[src/rtl/bcd2bin_seq_if.sv]
// bcd2bin_seq_if: bundles the start/busy/done conversion handshake.
//
// Handshake: the requester raises start with bcd_in stable. The converter
// samples start only while idle, and only on that accepting edge does it
// capture bcd_in. busy is high while digits are processed. done pulses for
// one cycle, and in that cycle bin_out/err hold the new result; they keep it
// until the next done pulse (or reset). start is ignored while busy or done.
//
// Signals:
//   start   - conversion request (master -> slave)
//   bcd_in  - packed BCD, most significant digit in the top nibble
//   busy    - digits being processed (slave -> master)
//   done    - one-cycle completion pulse
//   bin_out - binary result
//   err     - a digit above 9 was seen in the last conversion
interface bcd2bin_seq_if #(
  parameter int DIGITS = 3,
  parameter int BIN_W  = 10
);
  logic                  start;
  logic [4*DIGITS-1:0]   bcd_in;
  logic                  busy;
  logic                  done;
  logic [BIN_W-1:0]      bin_out;
  logic                  err;

  modport master (
    output start, bcd_in,
    input  busy, done, bin_out, err
  );

  modport slave (
    input  start, bcd_in,
    output busy, done, bin_out, err
  );
endinterface

[src/rtl/bcd2bin_seq.sv]
// bcd2bin_seq: sequential BCD-to-binary decoder.
//
// Converts a packed DIGITS-digit BCD value to binary, one digit per clock,
// most significant first, with acc = acc*10 + digit. Any digit above 9 sets
// err and forces bin_out to 0 for that conversion.
//
// Ports:
//   clk       - system clock, rising edge active
//   reset     - asynchronous, active-high reset
//   bus       - slave side of bcd2bin_seq_if (start, bcd_in, busy, done,
//               bin_out, err)
//   dbg_state - current FSM state (0 IDLE, 1 CONV, 2 DONE) for observation
module bcd2bin_seq #(
  parameter int DIGITS = 3,
  parameter int BIN_W  = 10
) (
  input  logic              clk,
  input  logic              reset,
  bcd2bin_seq_if.slave      bus,
  output logic [1:0]        dbg_state
);

  localparam int CNT_W = (DIGITS > 1) ? $clog2(DIGITS) : 1;
  localparam int SR_W  = 4 * DIGITS;

  typedef enum logic [1:0] {
    IDLE = 2'd0,
    CONV = 2'd1,
    DONE = 2'd2
  } state_t;

  state_t           state;
  logic [SR_W-1:0]  sreg;
  logic [BIN_W-1:0] acc;
  logic [CNT_W-1:0] cnt;
  logic             err_latch;

  // Current digit is always the top nibble; the register shifts left.
  logic [3:0]       digit;
  logic             digit_bad;
  logic [BIN_W-1:0] acc_next;
  logic             err_next;

  assign digit     = sreg[SR_W-1 -: 4];
  assign digit_bad = (digit > 4'd9);
  // acc*10 as two shifts and an add; wraps modulo 2^BIN_W by design.
  assign acc_next  = (acc << 3) + (acc << 1) + BIN_W'(digit);
  assign err_next  = err_latch | digit_bad;
  assign dbg_state = state;

  always_ff @(posedge clk or posedge reset) begin
    if (reset) begin
      state       <= IDLE;
      sreg        <= '0;
      acc         <= '0;
      cnt         <= '0;
      err_latch   <= 1'b0;
      bus.busy    <= 1'b0;
      bus.done    <= 1'b0;
      bus.bin_out <= '0;
      bus.err     <= 1'b0;
    end else begin
      case (state)
        IDLE: begin
          if (bus.start) begin
            sreg      <= bus.bcd_in;
            acc       <= '0;
            cnt       <= '0;
            err_latch <= 1'b0;
            bus.busy  <= 1'b1;
            state     <= CONV;
          end
        end

        CONV: begin
          acc       <= acc_next;
          sreg      <= sreg << 4;
          cnt       <= cnt + 1'b1;
          err_latch <= err_next;
          if (cnt == CNT_W'(DIGITS - 1)) begin
            // Last digit: publish, including this digit's validity.
            bus.bin_out <= err_next ? '0 : acc_next;
            bus.err     <= err_next;
            bus.done    <= 1'b1;
            bus.busy    <= 1'b0;
            state       <= DONE;
          end
        end

        DONE: begin
          bus.done <= 1'b0;
          state    <= IDLE;
        end

        default: begin
          bus.busy <= 1'b0;
          bus.done <= 1'b0;
          state    <= IDLE;
        end
      endcase
    end
  end

endmodule

[src/flat_wrapper.sv]
// flat-port wrapper written by rule: the top's interface ports become plain ports
module bcd2bin_seq_flat 
#(
  parameter int DIGITS = 3,
  parameter int BIN_W  = 10
)
  (clk, reset, dbg_state, bus_start, bus_bcd_in, bus_busy, bus_done, bus_bin_out, bus_err);
  bcd2bin_seq_if #(.DIGITS(DIGITS), .BIN_W(BIN_W)) bus_i ();
  input  logic clk;
  input  logic reset;
  output logic [1:0] dbg_state;
  input wire logic [$bits(bus_i.start)-1:0] bus_start;
  input wire logic [$bits(bus_i.bcd_in)-1:0] bus_bcd_in;
  output wire logic [$bits(bus_i.busy)-1:0] bus_busy;
  output wire logic [$bits(bus_i.done)-1:0] bus_done;
  output wire logic [$bits(bus_i.bin_out)-1:0] bus_bin_out;
  output wire logic [$bits(bus_i.err)-1:0] bus_err;
  assign bus_i.start = bus_start;
  assign bus_i.bcd_in = bus_bcd_in;
  assign bus_busy = bus_i.busy;
  assign bus_done = bus_i.done;
  assign bus_bin_out = bus_i.bin_out;
  assign bus_err = bus_i.err;
  bcd2bin_seq #(.DIGITS(DIGITS), .BIN_W(BIN_W)) u_core (.clk(clk), .reset(reset), .bus(bus_i), .dbg_state(dbg_state));
endmodule
[config.mk]
export PLATFORM = sky130hd
export DESIGN_NAME = bcd2bin_seq_flat
export DESIGN_NICKNAME = d
export VERILOG_FILES = /design/src/rtl/bcd2bin_seq_if.sv /design/src/rtl/bcd2bin_seq.sv /design/src/flat_wrapper.sv
export SDC_FILE = /design/constraint.sdc
export NUM_CORES = 1
export LEC_CHECK = 0
export CORE_UTILIZATION = 57
export CTS_CLUSTER_DIAMETER = 150
export CTS_CLUSTER_SIZE = 25
export DETAILED_ROUTE_END_ITERATION = 8
export MAX_ROUTING_LAYER = met4
export PLACE_DENSITY = 0.84
export SYNTH_ARGS = -nofsm -noshare
export SYNTH_HDL_FRONTEND = slang
export SYNTH_SLANG_ARGS = --single-unit
[constraint.sdc]
create_clock -name clk -period 3.7 [get_ports clk]
set_clock_uncertainty 0.15 [all_clocks]
set_input_delay 1.11 -clock clk [delete_from_list [all_inputs] [get_ports clk]]
set_output_delay 1.11 -clock clk [all_outputs]
set_load 0.03 [all_outputs]
# --- Yosys cells after proc, flatten, opt, wreduce, memory -nomap -nowiden ---
# Index checks and enable logic that the tools add are counted.
op_classes:
  n_eq_ne: 5
  muxes: 17
  magnitude_cmp: 1
  n_addsub: 3
  bitwise_logic: 3
  reduce_logical: 7
ops:
  columns: ["op", "n"]
  rows:
  - ["$pmux 12 s2", 1]
  - ["$pmux 9 s2", 1]
  - ["$mux 12", 1]
  - ["$add 10x10->10", 1]
  - ["$add 10x4->10", 1]
  - ["$mux 10", 1]
  - ["$mux 9", 1]
  - ["$pmux 2 s2", 2]
  - ["$reduce_and 2->1", 4]
  - ["$mux 2", 3]
  - ["$eq 2x2->1 const B", 2]
  - ["$gt 4x4->1 const B", 1]
  - ["$mux 1", 4]
  - ["$pmux 1 s2", 2]
  - ["$pmux 1 s3", 1]
  - ["$reduce_and 3->1", 1]
  - ["$add 2x1->2 const B", 1]
  - ["$eq 2x1->1 const B", 1]
  - ["$logic_not 2->1", 1]
  - ["$ne 2x1->1 const B", 1]
  - ["$ne 2x2->1 const B", 1]
  - ["$not 1->1", 2]
  - ["$reduce_bool 2->1", 1]
  - ["$or 1x1->1", 1]
word_totals:
  regBits: 39
  in_bits: 15
  elab_cells: 45
  output_inout_bits: 15

# --- Logic depth before layout (Yosys ltp) ---
logic_depth:
  ltp_word: 3
  depth_mapped: 8
  mapped_depth_nobuf: 8

# --- Worst setup path before layout ---
# No wires, ideal clock.
synth_path:
  path_kind: "register -> register"
  startpoint: "register u_core.acc[0]"
  endpoint: "register u_core.bus.bin_out[8]"
  t_required_ps: 3428
  path_slack_ps: 1223
  t_arrival_ps: 2205
  synth_period_minus_slack_ps: 2477
  stages_incl_launch_ff: 9
  path_cell_list: "dfrtp_1 inv_1 fa_1 inv_1 fa_1 a211oi_1 o21ai_0 a21o_1 a32o_1"
synth_between:
  elab_chain_cells: 3
synth_rtl:
  columns: ["element", "line", "text"]
  rows:
  - ["start: declaration", "bcd2bin_seq.sv:34", "logic [BIN_W-1:0] acc;"]
  - ["start signal: assignment", "bcd2bin_seq.sv:76", "acc <= acc_next;"]
  - ["$add 10x10->10", "bcd2bin_seq.sv:47", "assign acc_next = (acc << 3) + (acc << 1) + BIN_W'(digit);"]
  - ["$add 10x4->10", "bcd2bin_seq.sv:47", null]
  - ["$mux 10", "bcd2bin_seq.sv:82", "bus.bin_out <= err_next ? '0 : acc_next;"]
  - ["end signal: assignment", "bcd2bin_seq.sv:82", null]
  - ["end: declaration", "bcd2bin_seq_if.sv:34", "output busy, done, bin_out, err"]
# Every way passes these cells.
# A chain may end at the register's enable or synchronous reset.

# --- Worst setup path after layout ---
layout_path:
  startpoint: "register u_core.state[1], in the netlist u_core.dbg_state[1]"
  endpoint: "output port dbg_state[1]"
layout_lines:
  columns: ["element", "line", "text"]
  rows:
  - ["start: declaration", "bcd2bin_seq.sv:32", "state_t state;"]
  - ["start signal: assignment", "bcd2bin_seq.sv:53", "state <= IDLE;"]
  - ["start signal: assignment", "bcd2bin_seq.sv:71", "state <= CONV;"]
  - ["start signal: assignment", "bcd2bin_seq.sv:86", "state <= DONE;"]
  - ["end: declaration", "flat_wrapper.sv:11", "output logic [1:0] dbg_state;"]
# No word-level cell between the ends.

==> results.cfg <==
[status]
status = complete, no violations

[synth]
avgSynthCellArea_um2 = 10.8
synth_top_area_share_pct = 49.2
ys_types = 28
synth_nets = 215
synth_area_leaders = dfrtp_1 (49%), ha_1 (9.5%), a22o_1 (6.2%)
yosysSeqAreaShare_pct = 49.2
syn-instance-count = 183
yosysWarnings = 0
synth_seq_cells = 39
synth_area_leader_cell = dfrtp_1
syn_area_um2 = 1980

[global_routing]
grt_pass1_vias = 1438
antenna_found_initial = 0
grt_remaining_overflow = 0
groute.usage.overall_pct = 24.8
grt_pass1_wl_um = 6270
grt_max_degree = 40

[power]
p_total_uw = 2360
power.switching_uw = 1020
cellInternalPower_uw = 1330
pwr-share-comb_pct = 57.3
leakage_uw = 0.00115
ir_drop_mv = 0.487
p_per_area_nw_per_um2 = 988
p_sw_share_pct = 43.5
pwr-share-seq_pct = 32.3
clockPowerShare_pct = 10.4

[finish]
syn_to_final_growth_pct = 20.3
fin_nets = 247
diodes = 0
layout-drive-gt1-share_pct = 6.02

[clocking]
clock_latency_ps = 350
post_cts_resized = 0
cts_root_buffer = clkbuf_4
cts_tree = done
ctsHoldBuffers = 0
post_cts_buffers = 0
cts_made_buffers = 5
ctsLongestPathBuffers = 2
path_clk_slew_ps = 110
cts.sinks = 39
htreeDepth = 2

[route]
dr.pass1.iters = 4
drt_iter0_drc = 60
post_drt_wl_per_cell_um = 14.5
ant_nets = 0
drc = 0
vias_per_cell = 5.65
finalWirelength_um = 3810
num_vias = 1481

[worst_setup_path]
worst-setup-path-type = reg -> out
arrival_ps = 1650
critPathMaxStageDelay_ps = 740
crit_path_max_fanout = 12
worst_setup_path_start_kind = flip-flop
cpLargestDelayFamily = buffers and inverters
r2r_end = u_core.acc[8]
rr_worst_depth = 8
worstPathCellList = clkdlybuf4s50_1
regToRegSetupSlack_ps = 1030
critical-path-slowest-cell = clkdlybuf4s50_1
crit_buf_inv = 1
worstPathRequired_ps = 2440
startpoint = u_core.dbg_state[1]
r2r-start = u_core.acc[0]
cp-end-kind = primary output

[die]
fp-row-count = 21
coreArea_um2 = 3340
die_area_um2 = 3720
die_width_um = 61.0
die_h_um = 61.0
ios = 30
start_util_pct = 59.4

[sta]
fin_crit_ps = 2910
rsz0062_at_grt = no
fin_tns_setup_ps = 0
drv_slew = 0
fmax_mhz = 343
slew_headroom_pct = 64.0
fin_crit_sh_pct = 78.7
worst_pin_slew_ps = 538
hold_viol = 0
setup_violations = 0

[job]
drv_cap = 0

[worst_hold_path]
min_path_cells = 2
hold_class = reg -> reg
min_to = u_core.sreg[4]
min_from = u_core.sreg[4]

[placed_design]
dp_hpwl_um = 2800
portBuffers = 29
routabilityCongestion = 0.895
## flip-flops by register name, summed over array words and instances, names as in the netlist
register / count
u_core.cnt: 2
u_core.sreg: 12
u_core.bus.bin_out: 10
u_core.acc: 9
u_core.dbg_state: 2
u_core.bus.err: 1
u_core.err_latch: 1
u_core.bus.busy: 1
u_core.bus.done: 1
## power groups by stage
stage / Sequential (uW) / Combinational, uW / Clock (uW)
global placement: 760 / 1290 / 0
floorplan: 858 / 887 / 0
global route: 787 / 1500 / 268
detailed placement: 772 / 1350 / 0
CTS: 763 / 1350 / 255
finish: 761 / 1350 / 245
## placed cells by master (no fill, tap or decap), types with 4 or more instances in the layout
master and count:
inv_1 10, a21oi_1 9, clkdlybuf4s50_1 29, dfrtp_1 39, a21o_1 4, clkbuf_4 5, ha_1 15, mux2i_1 8
a22o_1 14, o21ai_0 23, nand2_1 20, a32o_1 5, nor2b_1 6
## metal layers
| layer | up-vias | wire length (um) | GRT usage [%] | share of wire [%] |
|---|---|---|---|---|
| met2 | 27 | 1990 | 44.7 | 52 |
| met4 | 0 | 63 | 9.74 | 1.7 |
| met5 | - | 0 | - | 0 |
| met1 | 728 | 1650 | 25.5 | 43 |
| met3 | 6 | 105 | 6.61 | 2.8 |
| li1 | 720 | - | - | - |
## layout make-up
class                      instances  area, um2
clock buffer                       8       68.8
fill                             269        952
inverter                          10       37.5
multi-input combinational        127        932
sequential                        39        976
tap                               46       57.6
timing repair buffer              32        313
## per-stage QoR
step	hold slack [ps]	cells	cell area, um2	utilization [%]	worst slack, ps
2_1_floorplan	300	183	1980	-	1220
3_3_place_gp	317	254	2320	69.4	1140
3_5_place_dp	330	254	2320	69.4	1030
4_1_cts	351	262	2380	71.5	768
5_1_grt	363	262	2380	71.5	708
6_report	350	262	2380	71.5	787
## cell usage after synthesis
cell      number
or3_1          2
xnor2_1        3
a211oi_1       1
nand2_1       20
xor2_1         2
a22o_1        14
buf_4          2
a21oi_1        9
a32o_1         5
fa_1           2
inv_1         10
clkbuf_1       2
nand3_1        2
ha_1          15
nor2b_1        6
nor2_1         3
a21o_1         4
nand4_1        2
buf_2          3
o21a_1         1
o21ai_0       23
mux2i_1        8
dfrtp_1       39
a31o_1         1
or2_2          1
o21bai_2       1
nand2b_1       1
nor2_4         1
## logic make-up after synthesis
| family | share of synthesized area (%) |
|---|---|
| compound gates | 20.1 |
| xor+xnor | 2.21 |
| fa+ha+maj | 11.5 |
| buf+inv | 3.79 |
| flops | 49.2 |
| mux | 4.04 |
| simple gates | 9.21 |
## how the worst max path moves through the flow
stage	end	slack [ps]	cells after the start
5_1_grt	dbg_state[1]	710	1
3_3_place_gp	u_core.bus.bin_out[8]	1140	8
2_1_floorplan	u_core.bus.bin_out[8]	1220	8
3_5_place_dp	u_core.acc[8]	1030	8
6_report	dbg_state[1]	790	1
4_1_cts	dbg_state[1]	770	1
Power figures use the tool's default switching activity.
